## src/rtl/button_pkg.sv

```systemverilog
// Shared constants for the board push-button / mode-switch front end.
// Button indices name the bit positions of the buttons bus.
package button_pkg;

  localparam int unsigned NUM_BUTTONS_DEFAULT     = 5;
  localparam int unsigned DEBOUNCE_CYCLES_DEFAULT = 250000;
  localparam int unsigned DEBOUNCE_CYCLES_SIM     = 4;

  localparam int unsigned BTN_CENTER = 0;
  localparam int unsigned BTN_UP     = 1;
  localparam int unsigned BTN_LEFT   = 2;
  localparam int unsigned BTN_RIGHT  = 3;
  localparam int unsigned BTN_DOWN   = 4;

endpackage

```

## src/rtl/debounce_channel.sv

```systemverilog
// One conditioning channel: 2-flop synchronizer, stability counter, accepted
// level and a one-cycle pulse on each accepted rising level.
module debounce_channel #(
  parameter int unsigned DEBOUNCE_CYCLES = 250000
) (
  input  logic clk,
  input  logic reset,
  input  logic raw,
  output logic level,
  output logic rise
);

  localparam int unsigned CNT_W = $clog2(DEBOUNCE_CYCLES + 1);
  localparam logic [CNT_W-1:0] CNT_LAST = CNT_W'(DEBOUNCE_CYCLES - 1);

  logic             sync1;
  logic             sync2;
  logic             stable;
  logic [CNT_W-1:0] cnt;
  logic             press_q;

  always_ff @(posedge clk or negedge reset) begin
    if (!reset) begin
      sync1   <= 1'b0;
      sync2   <= 1'b0;
      stable  <= 1'b0;
      cnt     <= '0;
      press_q <= 1'b0;
    end else begin
      sync1 <= raw;
      sync2 <= sync1;
      // Any return to the accepted level throws away the partial count.
      if (sync2 == stable) begin
        cnt     <= '0;
        press_q <= 1'b0;
      end else if (cnt == CNT_LAST) begin
        stable  <= sync2;
        cnt     <= '0;
        press_q <= sync2;
      end else begin
        cnt     <= cnt + CNT_W'(1);
        press_q <= 1'b0;
      end
    end
  end

  assign level = stable;
  assign rise  = press_q;

endmodule

```

## src/rtl/button_conditioner.sv

```systemverilog
// Conditions the raw buttons and mode switch into clean registered levels
// plus per-button press pulses for mux_control.
module button_conditioner
  import button_pkg::*;
#(
  parameter int unsigned NUM_BUTTONS     = NUM_BUTTONS_DEFAULT,
  parameter int unsigned DEBOUNCE_CYCLES = DEBOUNCE_CYCLES_DEFAULT
) (
  input  logic                   clk,
  input  logic                   reset,
  input  logic [NUM_BUTTONS-1:0] btn_raw,
  input  logic                   sw_raw,
  output logic [NUM_BUTTONS-1:0] buttons,
  output logic                   switch,
  output logic [NUM_BUTTONS-1:0] btn_press
);

  for (genvar i = 0; i < NUM_BUTTONS; i++) begin : g_btn
    debounce_channel #(
      .DEBOUNCE_CYCLES(DEBOUNCE_CYCLES)
    ) u_btn (
      .clk  (clk),
      .reset(reset),
      .raw  (btn_raw[i]),
      .level(buttons[i]),
      .rise (btn_press[i])
    );
  end

  // The switch has no press consumer, so its pulse is left open.
  debounce_channel #(
    .DEBOUNCE_CYCLES(DEBOUNCE_CYCLES)
  ) u_sw (
    .clk  (clk),
    .reset(reset),
    .raw  (sw_raw),
    .level(switch),
    .rise ()
  );

endmodule

```

## config.mk

```make
export PLATFORM = sky130hd
export DESIGN_NAME = button_conditioner
export DESIGN_NICKNAME = d
export VERILOG_FILES = /design/src/rtl/button_pkg.sv /design/src/rtl/debounce_channel.sv /design/src/rtl/button_conditioner.sv
export SDC_FILE = /design/constraint.sdc
export NUM_CORES = 1
export LEC_CHECK = 0
export ABC_CLOCK_PERIOD_IN_PS = 1930
export CAP_MARGIN = 20
export CORE_ASPECT_RATIO = 1.5
export CORE_UTILIZATION = 25
export CTS_CLUSTER_DIAMETER = 30
export DETAILED_ROUTE_END_ITERATION = 6
export HOLD_SLACK_MARGIN = 0.02
export SYNTH_ARGS = -nofsm -noshare
export SYNTH_HDL_FRONTEND = slang
export SYNTH_HIERARCHICAL = 1
export SYNTH_SLANG_ARGS = --single-unit
export TNS_END_PERCENT = 30
```

## constraint.sdc

```tcl
create_clock -name clk -period 1.93 [get_ports clk]
set_input_delay 0.193 -clock clk [delete_from_list [all_inputs] [get_ports clk]]
set_output_delay 0.193 -clock clk [all_outputs]
set_load 0.03 [all_outputs]
```

### Word-level counts from Yosys, hierarchy flattened

Index checks and enable logic that the tools add are counted.
Widths: inputs -> output; s select.

| storage, ports and cells | value |
|---|---|
| register bits after elaboration | 131 |
| latch bits | 0 |
| memory bits (writable) | 0 |
| memory bits (read-only) | 0 |
| input bits | 8 |
| output and inout port bits | 11 |
| word-level logic and storage cells | 81 |
| memories kept | 0 |

| operators by class | value |
|---|---|
| add/subtract/negate cells | 6 |
| multipliers | 0 |
| divide/modulo/power cells | 0 |
| order comparisons | 0 |
| equality and inequality tests | 12 |
| shift-type cells | 0 |
| muxes and demuxes | 22 |
| bitwise logic cells | 6 |
| reductions and logical operators | 6 |

Operators with widths:

| kind | count |
|---|---|
| $mux 18 | 12 |
| $add 18x1->18 const B | 6 |
| $eq 18x18->1 const B | 6 |
| $reduce_and 2->1 | 6 |
| $mux 1 | 10 |
| $eq 1x1->1 | 6 |
| $not 1->1 | 6 |

### Depth between registers and ports, before layout

| depth | value |
|---|---|
| depth after elaboration | 3 |
| gate-level depth with buffers | 5 |
| depth with buffers taken out | 5 |

### Modules after synthesis

The synthesis kept the hierarchy.

By module, submodules not included:

| module | instances | cells an instance | area each (µm²) | seq. area each (µm²) |
|---|---|---|---|---|
| debounce_channel | 6 | 100 | 1059.8 | 550.5 |

### Worst setup path after synthesis

OpenSTA, ideal clock, no wires.

| path | value |
|---|---|
| path type | flip-flop to flip-flop |
| start | register g_btn[0].u_btn.cnt[0] |
| end | register g_btn[0].u_btn.stable |
| setup time | 125 ps |
| arrival | 1760 ps |
| data required time | 1805 ps |
| path slack | 45 ps |
| cell stages (with the launch flop) | 5 |
| path buffers | 0 |
| period minus slack after synthesis | 1885 ps |
| path through | dfrtp_1 ha_1 nand4_1 or4_4 mux2_4 |

| on the way | value |
|---|---|
| longest elaborated chain between the ends | 2 |

Ends and longest elaborated chain:

| what | RTL line | text |
|---|---|---|
| start, declared | debounce_channel.sv:19 | `logic [CNT_W-1:0] cnt;` |
| start signal, assigned | debounce_channel.sv:41 | `cnt <= cnt + CNT_W'(1);` |
| $eq 18x18->1 | debounce_channel.sv:36 | `end else if (cnt == CNT_LAST) begin` |
| $reduce_and 2->1 (no line) | - |  |
| end signal, assigned | debounce_channel.sv:37 | `stable <= sync2;` |
| end, declared | debounce_channel.sv:18 | `logic stable;` |

No other way between the ends.
A chain may end at the register's enable or synchronous reset.

### Worst setup path in the final report

| path | value |
|---|---|
| start | register g_btn[3].u_btn.cnt[11] |
| end | register g_btn[3].u_btn.stable |

| on the way | value |
|---|---|
| longest elaborated chain between the ends | 2 |

Ends and longest elaborated chain:

| what | RTL line |
|---|---|
| start, declared | debounce_channel.sv:19 |
| start signal, assigned | debounce_channel.sv:41 |
| $eq 18x18->1 | debounce_channel.sv:36 |
| $reduce_and 2->1 (no line) | - |
| end signal, assigned | debounce_channel.sv:37 |
| end, declared | debounce_channel.sv:18 |

No other way between the ends.

==> run_results.csv <==
group,metric,value,unit
run_status,status,"completed",
sta,worst_slack,0.0353,ns
critical_path,r2r_end,"g_btn[3].u_btn/level$_DFFE_PN0P_",
floorplanning,die-height,197,µm
critical_path,cpMostUsedCell,"or4_4",
route,final_antenna_net_count,0,
cells_and_area,fin_area,0.00818,mm²
critical_path,slowest_delay,0.54,ns
route,drtPass1Iterations,4,
cells_and_area,antenna_cells,0,
route,viasPerCell,4.53,
critical_path,crit_chain,"or4_4, or4_4, mux2_4",
cells_and_area,final_core_util,0.332,
synthesis,netlist_instances,598,
clock_tree,cts.sinks,131,
clock_tree,cts-htree-levels,4,
sta,clock_skew,0.00656,ns
sta,slew_headroom,0.734,
synthesis,syn-cell-area,0.00633,mm²
global_route,grt_pass1_wl,23100,µm
placement,place_area,0.00755,mm²
critical_path,start_kind,"flop",
pwr,power_leakage,3.38,nW
clock_tree,post_cts_buffers,0,
sta,final-hold-violation-count,0,
critical_path,crit_start,"g_btn[3].u_btn/cnt[11]$_DFF_PN0_",
sta,setup_violations,0,
floorplanning,start_util,0.257,
critical_path,critical_path_arrival,2.19,ns
synthesis,synth_nets,612,
cells_and_area,fin_nets,726,
sta,tightest_slew,0.395,ns
route,routed-via-count,4755,
cells_and_area,final_layout_size_suffix_gt1_frac,0.225,
sta,grt_setup_unrepaired,"no",
critical_path,worst-path-stages,3,
critical_path,critical-path-top-delay-family,"simple AND/OR/NAND/NOR gates",
flow_run,drv_cap,0,
clock_tree,clkSlewWorstSetupHoldPaths,0.06,ns
critical_path,worstSetupEndpointType,"flop",
sta,fmax,528,MHz
clock_tree,clock_path_buffers,2,
global_route,grt_overflow,0,
clock_tree,clk_latency,0.41,ns
critical_path,criticalPathCategory,"reg2reg",
route,dr_wl_met2,6790,µm
global_route,grt_max_degree,42,
sta,fin_setup_tns,0,ns
pwr,p_total,6.39,mW
global_route,track_usage,0.110,
floorplanning,die_area,0.0260,mm²
global_route,grt_pass1_vias,4891,
route,drt-total-wl,13000,µm
critical_path,crit_end,"g_btn[3].u_btn/level$_DFFE_PN0P_",
floorplanning,io_pins,19,
critical_path,cp.required,2.23,ns
floorplanning,dieWidth,132,µm
route,drc,0,
pwr,p_per_area,781,mW/mm²
clock_tree,cts_tree,"built",
route,maxUsedRoutingLayer,"met4",
synthesis,yosysWarnings,6,
critical_path,crit_buf_inv,0,
synthesis,syn_avg_cell_area,10.6,µm²
sta,period_share,0.982,
sta,fin_crit,1.89,ns
floorplanning,coreArea,0.0246,mm²
sta,finalMaxSlewViolations,0,
worst_hold_path,worstHoldPathType,"in2reg",
clock_tree,cts-buffers-inserted,17,
placement,io_buffers,18,
pwr,max-vdd-ir-drop,0.624,mV
clock_tree,root_buffer,"clkbuf_16",
critical_path,reg2regPathDepth,3,
placement,hpwl,9120,µm
route,wl_met1,5640,µm
placement,pre_cts_slack,0.0404,ns
route,drtIter0Drc,258,
critical_path,r2r_slack,0.04,ns
global_route,antenna_found_initial,0,
route,route.met3.wl,350,µm
cells_and_area,fillCellCount,2473,
placement,place_congestion,0.800,
critical_path,crit_fanout,3,
critical_path,cpMaxStageDelayCell,"or4_4",
route,wl_per_cell,12.4,µm
cells_and_area,syn_to_final_growth,29.3,%
critical_path,r2r-start,"g_btn[3].u_btn/cnt[11]$_DFF_PN0_",
floorplanning,rows,70,
-- per-layer routing --
layer,vias up,GRT usage
met1,2318,0.127
met3,15,0.0239
met2,49,0.195
met5,-,0
li1,2373,-
met4,0,0.0448
-- cell usage in the layout, fill, tap and decap left out, types with 12 or more instances in the layout --
master           instances
dfrtp_1                131
nor2_1                 102
buf_4                   83
xnor2_1                 60
nand4_1                 36
nand2_1                 36
nand3_1                 36
nor4_1                  36
xor2_1                  30
clkbuf_16               17
clkdlybuf4s50_1         17
or4_4                   12
nor3_1                  12
o21ai_0                 12
a21oi_1                 12
-- through the flow --
| step | hold WS (ns) | std cells |
|---|---|---|
| detailed placement | 0.108 | 1016 |
| finish | 0.217 | 1049 |
| global route | 0.215 | 1049 |
| CTS | 0.199 | 1049 |
| global placement | 0.111 | 1016 |
| floorplan | -0.103 | 598 |
-- final cells by class --
cell class,count,area [µm²],share of cell area
Clock buffer,18,439,0.0537
Inverter,6,22.5,0.00275
Multi-Input combinational cell,449,2950,0.361
Clock inverter,14,179,0.0219
Sequential cell,131,3280,0.401
Tap cell,324,405,0.0496
Timing Repair Buffer,107,906,0.111
-- report_power, final --
part	internal [mW]	total, mW	switching [mW]
logic	0.0888	0.211	0.123
registers	2.79	2.84	0.0459
clock network	2.08	3.34	1.26
total	4.96	6.39	1.42
-- worst min-delay path by stage --
stage | from | end | slack, ns | cells after the start
6_report | btn_raw[1] | g_btn[1].u_btn/sync1$_DFF_PN0_ | 0.22 | 1
5_1_grt | btn_raw[1] | g_btn[1].u_btn/sync1$_DFF_PN0_ | 0.21 | 1
4_1_cts | btn_raw[1] | g_btn[1].u_btn/sync1$_DFF_PN0_ | 0.20 | 1
3_5_place_dp | reset | g_btn[4].u_btn/sync2$_DFF_PN0_ | 0.11 | 1
3_3_place_gp | reset | g_btn[4].u_btn/sync2$_DFF_PN0_ | 0.11 | 1
2_1_floorplan | reset | g_btn[0].u_btn/cnt[0]$_DFF_PN0_ | -0.10 | 0
-- flip-flops by register name (all words and copies together) (netlist names) --
name               flops
u_sw/cnt              18
g_btn.u_btn/sync2      5
u_sw/sync2             1
g_btn.u_btn/level      5
u_sw/sync1             1
u_sw/level             1
g_btn.u_btn/sync1      5
g_btn.u_btn/rise       5
g_btn.u_btn/cnt       90
-- what timing repair did --
item | in CTS | in global routing
setup endpoints to repair | 0 | 12
hold endpoints to repair | 107 | 0
gates resized for setup | 0 | 1
hold buffers | 1 | 0
Note: power is estimated with default switching activity, not from simulation.
